## config.mk

```make
export PLATFORM = sky130hd
export DESIGN_NAME = dut_mel_accum
export DESIGN_NICKNAME = d
export VERILOG_FILES = /design/src/rtl/dut_mel_accum.sv
export SDC_FILE = /design/constraint.sdc
export NUM_CORES = 1
export LEC_CHECK = 0
export CORE_MARGIN = 1.5
export CORE_UTILIZATION = 45
export CTS_BUF_LIST = sky130_fd_sc_hd__clkbuf_16
export CTS_CLUSTER_SIZE = 10
export DETAILED_ROUTE_END_ITERATION = 10
export PLACE_DENSITY_LB_ADDON = 0.15
export REMOVE_ABC_BUFFERS = 1
export SLEW_MARGIN = 25
export SYNTH_ARGS = -nofsm -noshare
export SYNTH_HDL_FRONTEND = slang
export SYNTH_SLANG_ARGS = --single-unit
export TNS_END_PERCENT = 1
```

## constraint.sdc

```tcl
create_clock -name ap_clk -period 5.15 [get_ports ap_clk]
set_clock_uncertainty 0.15 [all_clocks]
set_input_delay 1.2875 -clock ap_clk [delete_from_list [all_inputs] [get_ports ap_clk]]
set_output_delay 1.2875 -clock ap_clk [all_outputs]
set_load 0.05 [all_outputs]
```

## src/rtl/dut_mel_accum.sv

```systemverilog
// dut_mel_accum
//   Mel filterbank accumulator. Sums signed 32-bit products (power bin x Q1.14
//   weight) over the bins of one mel filter and emits one saturated 32-bit
//   energy per filter through a single-entry valid/ready output register.
//
// Ports
//   ap_clk         : clock, rising edge
//   ap_rst_n       : synchronous active-low reset
//   in_prod        : signed product from the multiplier
//   in_valid       : in_prod valid
//   in_last        : in_prod is the final bin of the current filter
//   in_ready       : product accepted this cycle (combinational)
//   out_data       : saturated signed filter energy
//   out_filt       : filter index of out_data
//   out_frame_last : out_filt is the last filter of the frame
//   out_sat        : out_data was clipped
//   out_valid      : output register full
//   out_ready      : downstream accepts the output
//   err_overrun    : sticky, a filter was force-closed at MAX_BINS
module dut_mel_accum #(
   parameter int NUM_FILTERS = 26,
   parameter int MAX_BINS    = 257,
   parameter int ACC_W       = 41
) (
   input  logic        ap_clk,
   input  logic        ap_rst_n,
   input  logic [31:0] in_prod,
   input  logic        in_valid,
   input  logic        in_last,
   output logic        in_ready,
   output logic [31:0] out_data,
   output logic [4:0]  out_filt,
   output logic        out_frame_last,
   output logic        out_sat,
   output logic        out_valid,
   input  logic        out_ready,
   output logic        err_overrun
);

   localparam int CNT_W = $clog2(MAX_BINS);

   logic [ACC_W-1:0] acc_q, acc_d;
   logic [CNT_W-1:0] bin_cnt_q, bin_cnt_d;
   logic [4:0]       filt_q, filt_d;
   logic [31:0]      data_q, data_d;
   logic [4:0]       ofilt_q, ofilt_d;
   logic             oflast_q, oflast_d;
   logic             osat_q, osat_d;
   logic             ovalid_q, ovalid_d;
   logic             err_q, err_d;

   logic             accept, at_max, close_w, pos_ovf, neg_ovf, filt_wrap;
   logic [ACC_W-1:0] sum;

   assign in_ready = !ovalid_q || out_ready;

   always_comb begin
      accept    = in_valid && in_ready;
      at_max    = (bin_cnt_q == CNT_W'(MAX_BINS - 1));
      close_w   = accept && (in_last || at_max);
      filt_wrap = (filt_q == 5'(NUM_FILTERS - 1));
      sum       = acc_q + {{(ACC_W-32){in_prod[31]}}, in_prod};
      // Value fits in 32 signed bits only if bits [ACC_W-1:31] are all equal.
      pos_ovf   = !sum[ACC_W-1] && (|sum[ACC_W-2:31]);
      neg_ovf   = sum[ACC_W-1] && !(&sum[ACC_W-2:31]);

      acc_d     = acc_q;
      bin_cnt_d = bin_cnt_q;
      filt_d    = filt_q;
      data_d    = data_q;
      ofilt_d   = ofilt_q;
      oflast_d  = oflast_q;
      osat_d    = osat_q;
      ovalid_d  = ovalid_q;
      err_d     = err_q;

      if (ovalid_q && out_ready) begin
         ovalid_d = 1'b0;
      end

      if (accept) begin
         if (close_w) begin
            if (pos_ovf) begin
               data_d = 32'h7FFF_FFFF;
               osat_d = 1'b1;
            end else if (neg_ovf) begin
               data_d = 32'h8000_0000;
               osat_d = 1'b1;
            end else begin
               data_d = sum[31:0];
               osat_d = 1'b0;
            end
            ofilt_d   = filt_q;
            oflast_d  = filt_wrap;
            ovalid_d  = 1'b1;
            acc_d     = '0;
            bin_cnt_d = '0;
            filt_d    = filt_wrap ? 5'd0 : filt_q + 5'd1;
            if (at_max && !in_last) begin
               err_d = 1'b1;
            end
         end else begin
            acc_d     = sum;
            bin_cnt_d = bin_cnt_q + CNT_W'(1);
         end
      end
   end

   always_ff @(posedge ap_clk) begin
      if (!ap_rst_n) begin
         acc_q     <= '0;
         bin_cnt_q <= '0;
         filt_q    <= '0;
         data_q    <= '0;
         ofilt_q   <= '0;
         oflast_q  <= 1'b0;
         osat_q    <= 1'b0;
         ovalid_q  <= 1'b0;
         err_q     <= 1'b0;
      end else begin
         acc_q     <= acc_d;
         bin_cnt_q <= bin_cnt_d;
         filt_q    <= filt_d;
         data_q    <= data_d;
         ofilt_q   <= ofilt_d;
         oflast_q  <= oflast_d;
         osat_q    <= osat_d;
         ovalid_q  <= ovalid_d;
         err_q     <= err_d;
      end
   end

   assign out_data       = data_q;
   assign out_filt       = ofilt_q;
   assign out_frame_last = oflast_q;
   assign out_sat        = osat_q;
   assign out_valid      = ovalid_q;
   assign err_overrun    = err_q;

endmodule

```

==> flow_summary.yaml <==
flow_run:
  max_cap_viol_count: 0
floorplan:
  pin_count: 79
  dieWidth_um: 123
  rows: 43
  initial_core_util: 0.465
  die_h_um: 123
  die_area_mm2: 0.0152
  core_area_mm2: 0.0140
worst_hold_path:
  hold_path.class: "reg -> reg"
  hp-start: "out_frame_last$_SDFFE_PN0P_"
logic_synthesis:
  netlist_instances: 752
  synth_top_family_by_area: "compound AO/OA/AOI/OAI gates"
  muxShareOfSynthArea: 0
  synth_area_mm2: 0.00651
  synth-compound-area-share: 0.311
  synth_edf_count: 0
  avgSynthCellArea_um2: 8.66
  yosysSeqAreaShare: 0.295
  ys_ff_latch: 96
  yosys.area_share.simple: 0.198
  synth-async-reset-ratio: 0
  ys_warn_count: 0
  synth_ff_type: "dfxtp_1"
  synthAdderAreaFrac: 0.0877
  synth_xor_area_frac: 0.0625
  synth_cell_type_count: 74
clocking:
  cts_buffer_depth: 2
  clk_latency_ps: 350
  htree_num_levels: 3
  root_buffer: "clkbuf_16"
  cts_setup_buffers: 0
  hold_buffers: 0
  ctsResizeCount: 0
  cts_tree: "yes"
  clkTransAtPathRegs_ps: 70
  cts_made_buffers: 9
  cts_sinks: 96
setup_path:
  required_ps: 5230
  crit_fanout: 24
  r2r_start: "acc_q[0]$_SDFFE_PN0P_"
  cp-end-kind: "register"
  crit_start: "in_prod[0]"
  cp-start-kind: "input pin"
  crit_type: "in -> reg"
  crit_arrival_ps: 4770
drt:
  drtAntennaViolNets: 0
  via_per_inst: 5.83
  drtIter0Drc: 395
  via_count: 5846
  dr.pass1.iters: 5
  drc: 0
  wl_per_cell_um: 17.6
  routed_wl_um: 17600
sta:
  setup_viol: 0
  fin_crit_ps: 4690
  hold_violations: 0
  drv_slew: 0
  hold-worst-slack_ps: 312
  setup_ws_ps: 464
  worst_slew_pin_slew_ps: 840
  slew-limit-headroom: 0.439
  grt_setup_unrepaired: "false"
  max_freq_mhz: 213
  period_share: 0.910
layout:
  final_nets: 900
  n_antenna_cell: 0
  fill_cells: 1330
  fin_area_mm2: 0.00773
  areaGrowthSynthToFinish_pct: 18.7
  fin_cells: 1002
  drive_gt1_frac: 0.119
global_route:
  grt_max_degree: 74
  grt_pass1_vias: 5664
  grt_pass1_wl_um: 28500
  grt_overflow: 0
  antenna_found_initial: 1
  grtUsageTotal: 0.241
placed_design:
  dp_hpwl_um: 12900
  portBuffers: 78
  numPlacedInstances: 987
  placed_area_mm2: 0.00746
  place_congestion: 0.882
  dp_slack_ps: 117
power:
  peakVddDrop_mv: 0.241
  design_power_total_mw: 2.21
  p_leak_nw: 3.11
  powerDensity_mw_per_mm2: 286
outcome:
  status: "completed"
## kinds of logic after synthesis
group,count (synthesis)
AOI/OAI and AO/OA,273
adders and majority gates,45
and+or+nand+nor,237
xor gates and xnor gates,43
buffers and inverters,58
DFF,96
## through the flow
step	setup TNS, ps	util
floorplan	-388	-
global placement	0	0.534
detailed placement	0	0.534
CTS	0	0.552
global route	0	0.553
finish	0	0.553
## sequential cells by signal, indices dropped and copies added, names as in the netlist
name,flops
out_filt,5
out_sat,1
out_data,32
err_overrun,1
acc_q,41
filt_q,5
bin_cnt_q,9
out_frame_last,1
out_valid,1
## layout by cell type, fill, tap and decap left out, types with 6 or more instances in the layout
cell type and instances:
a21boi_0 10, a21o_1 22, a21oi_1 45, a21oi_2 6
a22oi_1 36, and2_1 9, and3_1 7, buf_4 21
clkbuf_16 9, clkdlybuf4s50_1 77, dfxtp_1 96, ha_1 44
inv_1 14, nand2_1 59, nand2b_1 31, nand4_1 18
nor2_1 33, nor2b_1 39, nor3_1 9, o211ai_1 8
o21ai_0 62, o21bai_1 6, o22ai_2 31, or3_1 6
xnor2_1 18, xor2_1 21
## where the power goes
group	internal [mW]	switching [mW]
combinational	0.287	0.461
clock	0.323	0.302
sequential	0.799	0.0338
total	1.41	0.797
## synth_stat cells (all sizes together) (7+ instances only)
| library cell | instances | share of area |
|---|---|---|
| o211ai | 9 | 0.011 |
| clkbuf | 28 | 0.016 |
| dfxtp | 96 | 0.30 |
| nand2 | 60 | 0.035 |
| o22ai | 34 | 0.062 |
| and3 | 7 | 0.0067 |
| nor2 | 35 | 0.021 |
| and2 | 10 | 0.0096 |
| or3 | 7 | 0.0075 |
| nand2b | 31 | 0.030 |
| xnor2 | 20 | 0.029 |
| a21oi | 51 | 0.043 |
| a21boi | 11 | 0.013 |
| nor3 | 10 | 0.0077 |
| nor2b | 39 | 0.037 |
| o21ai | 69 | 0.054 |
| xor2 | 23 | 0.033 |
| inv | 13 | 0.0075 |
| ha | 44 | 0.085 |
| a22oi | 36 | 0.042 |
| buf | 17 | 0.021 |
| a21o | 22 | 0.025 |
| nand4 | 19 | 0.019 |
## critical path: stages
cell	delay [ps]
clkdlybuf4s50_1	410
ha_1	260
fa_1	440
a211oi_2	220
o21ai_2	140
o211a_1	240
o21ai_1	270
nand2_1	130
o21ai_2	200
xor2_2	290
nand4_2	180
o31ai_4	320
buf_12	250
o22ai_2	110
## path summary, 6_finish.rpt
path,endpoint,slack (ps),cells past startpoint
worst max-delay path,out_data[15]$_SDFFE_PN0P_,460,14
worst min-delay path,out_frame_last$_SDFFE_PN0P_,310,2
worst max register to register,out_data[15]$_SDFFE_PN0P_,1520,13
worst min register to register,out_frame_last$_SDFFE_PN0P_,310,2
## per-layer routing
layer,vias up,track usage,share of wire
li1,2886,-,-
met1,2797,0.316,0.46
met2,144,0.404,0.47
met3,19,0.0420,0.048
met4,0,0.0711,0.015
met5,-,0,0
## final cells by class
class / count / area, um^2 / area share
tap: 180 / 225 / 0.0291
clock inverter: 6 / 37.5 / 0.00486
clock buffer: 9 / 225 / 0.0291
timing repair buffer: 100 / 968 / 0.125
inverter: 13 / 48.8 / 0.00631
multi-input combinational: 598 / 4300 / 0.557
sequential: 96 / 1920 / 0.249
No activity file was read; power rests on OpenSTA's default activity.
